## config.mk

```make
export PLATFORM = sky130hd
export DESIGN_NAME = fir_chain_feeder
export DESIGN_NICKNAME = d
export VERILOG_FILES = /design/src/rtl/fir_chain_feeder.sv
export SDC_FILE = /design/constraint.sdc
export NUM_CORES = 1
export LEC_CHECK = 0
export BUFFER_PORTS_ARGS = -buffer_cell sky130_fd_sc_hd__buf_2
export CAP_MARGIN = 10
export CORE_MARGIN = 4
export CORE_UTILIZATION = 45
export DETAILED_ROUTE_END_ITERATION = 10
export GPL_ROUTABILITY_DRIVEN = 0
export GPL_TIMING_DRIVEN = 0
export HOLD_SLACK_MARGIN = 0.1
export MAX_ROUTING_LAYER = met4
export PLACE_DENSITY = 0.74
export SYNTH_ARGS = -nofsm -noshare
export SYNTH_HDL_FRONTEND = slang
export SYNTH_SLANG_ARGS = --single-unit
```

## constraint.sdc

```tcl
create_clock -name clk -period 2.4 [get_ports clk]
set_clock_uncertainty 0.2 [all_clocks]
set_input_delay 0 -clock clk [delete_from_list [all_inputs] [get_ports clk]]
set_output_delay 0 -clock clk [all_outputs]
set_load 0.05 [all_outputs]
```

## src/rtl/fir_chain_feeder.sv

```systemverilog
// Head-of-chain driver for the FIR tile array: issues the run control word, streams taps
// into the tap chain and feeds samples into tile 0 under its ready handshake.
//
// state   | meaning
// --------+--------------------------------------------------------------
// S_IDLE  | waiting for a config request
// S_CFG   | control word pulse on cont_* (one cycle)
// S_LOAD  | accepting num tap beats and forwarding them to the tap chain
// S_RUN   | forwarding samples to tile 0 while tile_ready is high
// S_FLUSH | flush pulse issued; draining the tile pipeline for FLUSH_WAIT cycles
module fir_chain_feeder #(
   parameter int DATA_W     = 16,
   parameter int NUM_W      = 8,
   parameter int MODE_W     = 2,
   parameter int SHIFT_W    = 5,
   parameter int MAX_TAPS   = 64,
   parameter int FLUSH_WAIT = 8
) (
   input  logic               clk,
   input  logic               rst,
   input  logic               cfg_valid,
   output logic               cfg_ready,
   input  logic [NUM_W-1:0]   cfg_num,
   input  logic [MODE_W-1:0]  cfg_mode,
   input  logic [SHIFT_W-1:0] cfg_shift,
   input  logic               tap_s_valid,
   output logic               tap_s_ready,
   input  logic [DATA_W-1:0]  tap_s_data,
   input  logic               smp_s_valid,
   output logic               smp_s_ready,
   input  logic [DATA_W-1:0]  smp_s_data,
   input  logic               flush_req,
   input  logic               tile_ready,
   output logic               cont_valid,
   output logic               cont_flush,
   output logic [MODE_W-1:0]  cont_mode,
   output logic [SHIFT_W-1:0] cont_shift,
   output logic [NUM_W-1:0]   cont_num,
   output logic               tap_valid,
   output logic [DATA_W-1:0]  tap_data,
   output logic               smp_valid,
   output logic [DATA_W-1:0]  smp_data,
   output logic               psum_valid,
   output logic [DATA_W-1:0]  psum_data,
   output logic               busy
);

   localparam int                WAIT_W    = $clog2(FLUSH_WAIT + 1);
   localparam logic [NUM_W-1:0]  MAX_NUM   = NUM_W'(MAX_TAPS);
   localparam logic [WAIT_W-1:0] WAIT_LOAD = WAIT_W'(FLUSH_WAIT - 1);

   typedef enum logic [2:0] {S_IDLE, S_CFG, S_LOAD, S_RUN, S_FLUSH} state_t;

   state_t               state, state_nxt;
   logic [NUM_W-1:0]     num_lat, num_nxt, tap_cnt, cnt_nxt, cnt_inc, num_clip;
   logic [WAIT_W-1:0]    wait_cnt, wait_nxt;
   logic                 cfg_acc, tap_acc, smp_acc;
   logic                 cont_valid_nxt, cont_flush_nxt, tap_valid_nxt, smp_valid_nxt;
   logic [MODE_W-1:0]    cont_mode_nxt;
   logic [SHIFT_W-1:0]   cont_shift_nxt;
   logic [NUM_W-1:0]     cont_num_nxt;
   logic [DATA_W-1:0]    tap_data_nxt, smp_data_nxt;

   // flush_req wins over every handshake in the cycle it is raised
   assign cfg_ready   = (state == S_IDLE) && !flush_req && !rst;
   assign tap_s_ready = (state == S_LOAD) && !flush_req;
   assign smp_s_ready = (state == S_RUN) && tile_ready && !flush_req;
   assign busy        = (state != S_IDLE);
   assign psum_valid  = 1'b0;
   assign psum_data   = '0;

   assign cfg_acc  = cfg_valid && cfg_ready;
   assign tap_acc  = tap_s_valid && tap_s_ready;
   assign smp_acc  = smp_s_valid && smp_s_ready;
   assign num_clip = (cfg_num > MAX_NUM) ? MAX_NUM : cfg_num;
   assign cnt_inc  = tap_cnt + NUM_W'(1);

   always_ff @(posedge clk or posedge rst) begin
      if (rst) begin
         state      <= S_IDLE;
         num_lat    <= '0;
         tap_cnt    <= '0;
         wait_cnt   <= '0;
         cont_valid <= 1'b0;
         cont_flush <= 1'b0;
         cont_mode  <= '0;
         cont_shift <= '0;
         cont_num   <= '0;
         tap_valid  <= 1'b0;
         tap_data   <= '0;
         smp_valid  <= 1'b0;
         smp_data   <= '0;
      end else begin
         state      <= state_nxt;
         num_lat    <= num_nxt;
         tap_cnt    <= cnt_nxt;
         wait_cnt   <= wait_nxt;
         cont_valid <= cont_valid_nxt;
         cont_flush <= cont_flush_nxt;
         cont_mode  <= cont_mode_nxt;
         cont_shift <= cont_shift_nxt;
         cont_num   <= cont_num_nxt;
         tap_valid  <= tap_valid_nxt;
         tap_data   <= tap_data_nxt;
         smp_valid  <= smp_valid_nxt;
         smp_data   <= smp_data_nxt;
      end
   end

   always_comb begin
      state_nxt      = state;
      num_nxt        = num_lat;
      cnt_nxt        = tap_cnt;
      wait_nxt       = wait_cnt;
      cont_valid_nxt = 1'b0;
      cont_flush_nxt = 1'b0;
      cont_mode_nxt  = '0;
      cont_shift_nxt = '0;
      cont_num_nxt   = '0;
      tap_valid_nxt  = 1'b0;
      tap_data_nxt   = '0;
      smp_valid_nxt  = 1'b0;
      smp_data_nxt   = '0;
      if (flush_req) begin
         state_nxt      = S_FLUSH;
         wait_nxt       = WAIT_LOAD;
         cnt_nxt        = '0;
         cont_valid_nxt = 1'b1;
         cont_flush_nxt = 1'b1;
      end else begin
         unique case (state)
            S_IDLE: begin
               // control word is registered at accept so it is on the wire during S_CFG
               if (cfg_acc) begin
                  state_nxt      = S_CFG;
                  num_nxt        = num_clip;
                  cnt_nxt        = '0;
                  cont_valid_nxt = 1'b1;
                  cont_mode_nxt  = cfg_mode;
                  cont_shift_nxt = cfg_shift;
                  cont_num_nxt   = num_clip;
               end
            end
            S_CFG: state_nxt = (num_lat != '0) ? S_LOAD : S_RUN;
            S_LOAD: begin
               if (tap_acc) begin
                  tap_valid_nxt = 1'b1;
                  tap_data_nxt  = tap_s_data;
                  if (cnt_inc == num_lat) begin
                     state_nxt = S_RUN;
                     cnt_nxt   = '0;
                  end else begin
                     cnt_nxt = cnt_inc;
                  end
               end
            end
            S_RUN: begin
               if (smp_acc) begin
                  smp_valid_nxt = 1'b1;
                  smp_data_nxt  = smp_s_data;
               end
            end
            S_FLUSH: begin
               if (wait_cnt == '0) state_nxt = S_IDLE;
               else                wait_nxt  = wait_cnt - 1'b1;
            end
            default: state_nxt = S_IDLE;
         endcase
      end
   end

endmodule
```

# Yosys cells after proc, flatten, opt, wreduce, memory -nomap -nowiden
# Index checks and enable logic that the tools add are counted.
dict set report word_totals {
  reg_bits 74
  inputBits 54
  out_inout_bits 72
  elab_cells 89
}
dict set report classes {
  addsub 2
  n_lt_le_gt_ge 1
  eq_ne 11
  mux 41
  bitwise_logic 1
  n_reduce_logical 20
}
# cell count
set op_table {}
lappend op_table {{$mux W16} 6}
lappend op_table {{$mux W8} 8}
lappend op_table {{$pmux W8 S2} 1}
lappend op_table {{$mux W3} 5}
lappend op_table {{$mux W5} 3}
lappend op_table {{$pmux W3 S5} 1}
lappend op_table {{$mux W4} 3}
lappend op_table {{$mux W1} 11}
lappend op_table {{$ne A3 B3 Y1 const B} 3}
lappend op_table {{$add A8 B1 Y8 const B} 1}
lappend op_table {{$eq A8 B8 Y1} 1}
lappend op_table {{$gt A8 B7 Y1 const B} 1}
lappend op_table {{$logic_and A1 B1 Y1} 8}
lappend op_table {{$reduce_bool A8 Y1} 1}
lappend op_table {{$eq A3 B2 Y1 const B} 2}
lappend op_table {{$mux W2} 3}
lappend op_table {{$reduce_and A3 Y1} 2}
lappend op_table {{$reduce_bool A3 Y1} 2}
lappend op_table {{$reduce_and A5 Y1} 1}
lappend op_table {{$logic_not A4 Y1} 1}
lappend op_table {{$ne A2 B2 Y1 const B} 2}
lappend op_table {{$sub A4 B1 Y4 const B} 1}
lappend op_table {{$eq A3 B1 Y1 const B} 1}
lappend op_table {{$eq A3 B3 Y1 const B} 1}
lappend op_table {{other kinds (6)} 7}

# Longest topological paths before layout
# Gate-level depths: netlist of the first run.
dict set report depth {
  ltp_word 7
  ltp_mapped 7
  ltp_nobuf 7
}

# Least setup slack after synthesis of the first run
# Ideal clock, no wire load.
dict set report synth_timing {
  path_kind {in2reg}
  startpoint {input port rst}
  endpoint {register tap_data[10]}
  setup_ns 0.069
  t_arrival_ns 2.854
  required_ns 2.131
  setup_slack_ns -0.723
  path_stages 5
  path_cell_list {inv_1 > nand4_1 > nand2_1 > clkbuf_1 > and3_1}
}
# item line
set synth_lines {}
lappend synth_lines {{from (decl)} 20} ;# input logic rst,
lappend synth_lines {{to (signal assigned)} 104} ;# tap_data <= tap_data_nxt;
lappend synth_lines {{to (decl)} 40} ;# output logic [DATA_W-1:0] tap_data,

# Worst setup path in the final report of the first run
dict set report layout_timing {
  startpoint {register state[0]}
  endpoint {register tap_cnt[6]}
}
dict set report layout_via {
  elab_chain_cells 6
  word_cells_on_any_way 13
  classes_between {eq/ne: 3; mux: 2; reduce/logical: 8}
}
# item line
set layout_rtl {}
lappend layout_rtl {{from (decl)} 54} ;# state_t state, state_nxt;
lappend layout_rtl {{from (signal assigned)} 94} ;# state <= state_nxt;
lappend layout_rtl {{$logic_not A3 Y1} {65, 131}}
lappend layout_rtl {{$logic_and A1 B1 Y1 (2 in a row)} 65} ;# assign cfg_ready = (state == S_IDLE) && !flush_req && !rst;
lappend layout_rtl {{$logic_and A1 B1 Y1} 72} ;# assign cfg_acc = cfg_valid && cfg_ready;
lappend layout_rtl {{$ne A3 B3 Y1 (no source line)} --}
lappend layout_rtl {{$reduce_and A3 Y1 (no source line)} --}
lappend layout_rtl {{to (signal assigned)} 96} ;# tap_cnt <= cnt_nxt;
lappend layout_rtl {{to (decl)} 55} ;# logic [NUM_W-1:0] num_lat, num_nxt, tap_cnt, cnt_nxt, cnt_inc, num_clip;
# Several ways; a longest one is shown, not always the timed one.
# A chain may end at the register's enable or synchronous reset.

==> results of run 1 <==
-- sequential cells by signal (all words and copies together), names as in the netlist --
signal	flops
cont_num	8
state	3
smp_data	16
cont_mode	2
cont_flush	1
cont_shift	5
smp_valid	1
tap_valid	1
tap_data	16
cont_valid	1
tap_cnt	8
wait_cnt	4
num_lat	8
-- final cells by class --
cell class / instances / area, sq um
Clock inverter: 5 / 78.8
Sequential cell: 74 / 1850
Timing Repair Buffer: 172 / 1200
Fill cell: 473 / 1980
Inverter: 8 / 33.8
Multi-Input combinational cell: 176 / 1200
Tap cell: 96 / 120
Clock buffer: 10 / 138
Buffer: 29 / 189
-- cells by family (layout without fill, tap and decap cells) --
group	count (synthesis)	after routing	share of synthesized area [%]
flops	74	74	58.6
buf+inv	37	224	6.81
xor+xnor	12	12	3.56
fa+ha+maj	2	2	0.791
compound gates	42	42	10.5
simple gates	102	102	19.6
other cells	1	18	0.119
-- placed cells by master, fill, tap and decap left out, types with 2 or more instances in the layout --
master | synthesis | routed
and4_1 | 2 | 2
nand2_1 | 8 | 7
o21ai_1 | 5 | 5
conb_1 | 1 | 18
inv_1 | 7 | 6
o31a_1 | 2 | 2
dlygate4sd3_1 | 0 | 62
nand2b_1 | 6 | 6
buf_2 | 1 | 109
clkbuf_8 | 0 | 10
xnor2_1 | 8 | 8
dfrtp_1 | 74 | 73
clkbuf_1 | 9 | 6
a211oi_1 | 4 | 4
nor2_1 | 13 | 13
nor4_4 | 0 | 2
buf_4 | 18 | 18
nor3_1 | 3 | 3
a2111oi_0 | 2 | 2
a21oi_1 | 6 | 6
nand3_1 | 3 | 3
buf_12 | 0 | 2
clkinv_2 | 0 | 2
bufinv_16 | 0 | 2
xor2_1 | 3 | 3
o21ai_0 | 4 | 4
and2_1 | 15 | 14
and3_1 | 36 | 35
nand4_1 | 2 | 2
clkbuf_2 | 0 | 3
nor4_1 | 2 | 2
a21o_1 | 6 | 6
-- stage by stage --
stage / worst slack, ns / hold slack, ns
finish: 0.141 / 0.0993
floorplan: -0.0910 / -0.169
global placement: -1.08 / -0.0805
detailed placement: -0.137 / -0.0776
CTS: 0.0232 / 0.111
global route: 0.0164 / 0.107
-- repair_timing --
item | in CTS | in global routing
hold buffers | 63 | 0
cloned | 0 | 0
endpoints found under the setup margin | 5 | 11
hold endpoints to repair | 145 | 0
buffers inserted | 0 | 0
pin swaps | 0 | 2
resized for setup | 2 | 9
-- worst register-to-register path, stage by stage, from the launching register on --
cell      delay [ns]
dfrtp_1         0.48
nor2_1          0.28
nand4_1         0.39
clkbuf_1        0.36
a21boi_1        0.23
xnor2_1         0.13
a21oi_1         0.06
-- metal layers --
layer | wire length [um] | vias to the layer above | track usage, %
li1 | - | 1309 | -
met1 | 3280 | 1293 | 23.6
met2 | 4270 | 110 | 37.4
met3 | 504 | 20 | 3.94
met4 | 254 | 0 | 10.9
met5 | 0 | - | -
-- worst max path at each step --
stage / start / end / slack (ns) / cells past startpoint
2_1_floorplan: rst / tap_cnt[3] / -0.09 / 6
3_3_place_gp: rst / tap_cnt[3] / -1.08 / 7
3_5_place_dp: rst / tap_cnt[3] / -0.14 / 7
4_1_cts: state[2] / smp_s_ready / 0.02 / 5
5_1_grt: state[0] / tap_cnt[6] / 0.02 / 6
6_report: state[0] / tap_cnt[6] / 0.14 / 6
-- power breakdown --
group	internal [mW]	total, mW	switching [mW]
combinational	0.137	0.296	0.159
sequential	1.26	1.27	0.00917
clock	0.606	1.05	0.441
total	2.00	2.61	0.609
==> key figures, run 1 <==
Floorplanning
  – Row cnt: 30
  – Die Ht: 91.8 um
  – Core ar.: just under 7000 sq um
  – Die X: 91.8 um
  – Top-Level Pins: 126
  – Starting Density: between 40% and 50%
  – Total die area: 8430 sq um

Setup path
  – Slowest stage cell, crit path: dfrtp_1
  – Crit end category: flop
  – Crit path cell chain: nor2_1, nand4_1, clkbuf_1, a21boi_1, xnor2_1, a21oi_1
  – Critical Path AT: between 2 and 2.5 ns
  – Reg2reg start: state[0]
  – CP max stage delay: 0.48 ns
  – Worst Path Buf+Inv: 1
  – Startpoint types: flop
  – R2R Path End: tap_cnt[6]
  – Setup slack, reg-to-reg: 0.14 ns
  – CP max FO: 10
  – CP top delay family: simple AND/OR/NAND/NOR gates
  – Critical Path RT: around 2.4 ns
  – R2R depth: 6
  – Crit Path Class: reg -> reg

Synthesis
  – Cell accounting for the most synthesized area: dfrtp_1
  – Post-synthesis sequential area ratio: 58.6%
  – Share of the synthesized area in the top cell type: ~60%
  – Synth area leaders: dfrtp_1 59%, and3_1 7.1%, buf_4 4.3%
  – Mapped Cells: 270
  – Synth cell count leaders: 74 x dfrtp_1, 36 x and3_1, 18 x buf_4
  – YS warnings: 0
  – Syn Std Cell Area: around 3200 sq um
  – Dominant cell by count in the synthesized netlist: dfrtp_1
  – Synthesis-stage register bit count: 74
  – EDFF count, synth: 0
  – Synth unique cells: between 50 and 60
  – Synthesized area per cell: 11.7 sq um
  – FFs w/ async S/R, synth: between 90% and 100%
  – Synth Flop Type: dfrtp_1

Routing
  – Initial DRC Count: 135
  – Remaining antenna violation count: 0
  – Drc violations: 0
  – Vias: roughly 2.7k
  – Detailed-route wire length: between 8000 and 9000 um
  – TritonRoute pass-1 iters: 5
  – Vias per cell: between 4 and 5
  – Drt wl/cell: around 15 um

GRT
  – Vias in the first global route: 2904
  – GR Util All Layers: a little over a fifth
  – First-pass GRT wire length: about 14000 um
  – Remaining Overflow, GRT: 0
  – Largest net degree at the start of global routing: 41
  – Antenna violations before repair: 0

Cells and area
  – Design Area, Final: 4810 sq um
  – Finished Layout Cells: 570
  – # diodes: 0
  – Fin util: 70.8%
  – Final Net Count: 526
  – Share of cells above drive strength 1: roughly 35%
  – Area grow syn2layout: 52.2%

Min path
  – HP Class: in -> async

Clocking
  – Worst-Skew Late Latency: around 0.35 ns
  – CTS root buf: clkbuf_8
  – CTS clk-pin slew, worst paths: about 0.070 ns
  – Total CTS buffers: 9
  – Clk buf depth: 2
  – Sink Count: 74
  – TritonCTS clock tree: built
  – # H-tree levels: 3

Timing
  – Final hold vios: 0
  – Relative slew slack: ~50%
  – Fin Setup TNS: 0 ns
  – Final-report max-slew violation count: 0
  – Tightest Pin Transition: between 0.7 and 0.8 ns
  – Final Cycle Share: a little over nine tenths
  – Unrepaired setup endpoints after global routing: no
  – Post-route minimum period: 2.26 ns
  – Final setup fails: 0
  – Max Clk Rate: roughly 440 MHz

Status
  – Status: finished clean

Power and ir drop
  – Pwr Total: between 2 and 3 mW
  – PD cells: around 540 nW/um^2
  – Maximum vdd drop: about 0.45 mV
  – Leakage power total: approximately 2.7 nW

Placed design
  – Placed Instances: 492
  – Placement Cell Area: between 3000 and 4000 sq um
  – PortBufs: around 110
  – Hpwl dp: 5290 um

Run
  – Total of max-cap violations: 0
Note: power is estimated with default switching activity, not from simulation.
==> run 2: changes to the inputs <==
Settings changed: CORE_UTILIZATION 45 to 48, PLACE_DENSITY 0.74 to 0.78, SKIP_CTS_REPAIR_TIMING set to 1.
==> run 2 against run 1 <==
Sequential power barely moved. Power rose by 0.58%. Combinational power rose by 4%. Die area fell by 5.7%. Critical endpoint is now tap_s_ready. Fmax fell by 3.1%. First-iteration DRC count fell by 25%. Global-route usage fell by 2.5 points. Via count rose by 1.9%. Sequential share of layout area fell by 0.28 points. Critical path type is now in -> out. Wire length rose by 8.9%.
==> key figures, run 2 (synthesis results as in run 1) <==
Min path
  – HP Class: in -> reg

Cells and area
  – Share of cells above drive strength 1: 36.1% (+0.62 points)
  – Fin util: 75.9% (+5.0 points)
  – Area grow syn2layout: 53.3%
  – Largest regs: smp_data (16), tap_data (16)
  – Area of the multi-input gates: 1210 sq um (+0.63%)
  – Commonest non-fill, non-tap cell in the layout: buf_2
  – Fill count: 421 (-11%)
  – Commonest cells after routing, fill and taps aside: 109 x buf_2, 74 x dfrtp_1, 61 x dlygate4sd3_1
  – Design Area, Final: 4850 sq um (+0.68%)
  – # diodes: 0 (unchanged)
  – Final Net Count: 529 (+0.57%)
  – Sequential cell area: 1850 sq um (about the same)

Placed design
  – PortBufs: 108 (unchanged)
  – Hpwl dp: 5290 um (about the same)
  – Placement Cell Area: 3920 sq um (about the same)
  – Dpl ws: -0.0722 ns (+0.0650 ns)

Floorplanning
  – Total die area: 7950 sq um (-5.7%)
  – Top-Level Pins: 126 (unchanged)
  – Starting Density: 49.5% (+3.0 points)
  – Die X: 89.2 um (-2.9%)
  – Die Ht: 89.2 um (-2.9%)
  – Row cnt: 29 (-3.3%)
  – Core ar.: 6390 sq um (-6.0%)

Clocking
  – Worst-Skew Late Latency: 0.34 ns (about the same)
  – Sink Count: 74 (unchanged)
  – # H-tree levels: 3 (unchanged)
  – TritonCTS clock tree: built
  – CTS clk-pin slew, worst paths: 0.07 ns (about the same)
  – Total CTS buffers: 9 (unchanged)
  – CTS root buf: clkbuf_8
  – Clk buf depth: 2 (unchanged)

GRT
  – Vias in the first global route: 2488 (-14%)
  – GR Util All Layers: 19.0% (-2.5 points)
  – First-pass GRT wire length: 11200 um (-18%)
  – Largest net degree at the start of global routing: 32 (-22%)
  – Antenna violations before repair: 0 (unchanged)
  – Remaining Overflow, GRT: 0 (unchanged)

Setup path
  – Critical Path AT: 2.13 ns (-0.15 ns)
  – Crit Path Class: in -> out
  – Startpoint types: input pin
  – Critical Path RT: 2.20 ns (-0.22 ns)
  – CP max FO: 10 (unchanged)
  – Crit end category: output port

Routing
  – Vias: 2784 (+1.9%)
  – Drc violations: 0 (unchanged)
  – Initial DRC Count: 101 (-25%)
  – Remaining antenna violation count: 0 (unchanged)
  – TritonRoute pass-1 iters: 4 (-1)
  – Drt wl/cell: 16.3 um (+12%)
  – Detailed-route wire length: 9040 um (+8.9%)
  – Vias per cell: 5.03 (+4.8%)

Power and ir drop
  – Leakage power total: 2.69 nW (+0.83%)
  – Sw Share: 23.5% (+0.18 points)
  – Sw power: 0.617 mW (+1.3%)
  – Internal power: 2.01 mW (+0.35%)
  – Maximum vdd drop: 0.384 mV (-15%)
  – Reg power frac: 48.2% (-0.3 points)
  – Clk network pwr share: 40.0% (about the same)
  – Pwr Total: 2.63 mW (+0.58%)
  – PD cells: 542 nW/um^2 (about the same)
  – Combinational power share: 11.8% (+0.5 points)

Run
  – Total of max-cap violations: 0 (unchanged)

Timing
  – Post-route minimum period: 2.33 ns (+0.0716 ns)
  – Fin worst setup slack: 0.0692 ns (-0.0716 ns)
  – Unrepaired setup endpoints after global routing: yes
  – Final hold vios: 0 (unchanged)
  – Max Clk Rate: 429 MHz (-3.1%)
  – Final Cycle Share: 97.1% (+3.0 points)
  – Final setup fails: 0 (unchanged)
  – Relative slew slack: 49.1% (-1.8 points)
  – Tightest Pin Transition: 0.752 ns (+0.0258 ns)
  – Final hold slack: 0.117 ns (+0.0179 ns)
  – Final-report max-slew violation count: 0 (unchanged)

Status
  – Status: finished clean
==> run 2: cell count changes in the layout (fill, tap and decap cells not counted), sizes merged <==
cell | before | now
dlygate4sd3 | 62 | 61
buf | 130 | 134
==> run 2: layout make-up <==
class                           instances  share of cell area, %
Buffer                                 29                   3.85
Clock buffer                           10                   2.84
Clock inverter                          5                   1.63
Inverter                                8                  0.697
Multi-Input combinational cell        176                   24.9
Sequential cell                        74                   38.2
Tap cell                               77                   1.99
Timing Repair Buffer                  175                   25.9
==> run 2: layer usage <==
layer  track usage, %  vias to the layer above  part of all wire (%)
li1                 -                     1316                     -
met1             22.6                     1353                    37
met2             29.9                       98                    55
met3             5.99                       17                   5.5
met4             8.12                        0                   2.1
met5                -                        -                     0
==> run 2: path summary, 6_finish.rpt <==
check | start | to | slack (ns) | depth (start not counted)
max | flush_req | tap_s_ready | 0.07 | 6
min | flush_req | cont_flush | 0.12 | 2
max reg2reg | state[2] | smp_data[4] | 0.14 | 5
min reg2reg | wait_cnt[1] | wait_cnt[1] | 0.32 | 1
max in group asynchronous | rst | cont_num[2] | 1.66 | 5
min in group asynchronous | rst | smp_data[15] | 0.16 | 5
==> run 2: power groups by stage <==
stage | Clock, mW | Combinational [mW] | Sequential (mW)
after global placement | 0 | 0.211 | 1.29
after CTS | 1.07 | 0.225 | 1.27
after detailed placement | 0 | 0.224 | 1.29
final | 1.05 | 0.309 | 1.27
after global routing | 1.12 | 0.333 | 1.27
after floorplan | 0 | 0.143 | 1.30
==> run 2: worst max-delay path: stages <==
cell and delay (ns):
buf_2 0.09, dlygate4sd3_1 0.56, buf_2 0.19, nor4_2 0.62, clkbuf_1 0.34, buf_2 0.33
==> run 2: per-stage QoR <==
stage	cells	setup TNS [ns]
5_1_grt	554	-0.531
4_1_cts	489	-0.375
3_5_place_dp	474	-0.316
2_1_floorplan	287	-0.265
3_3_place_gp	472	-33.88
6_report	554	0
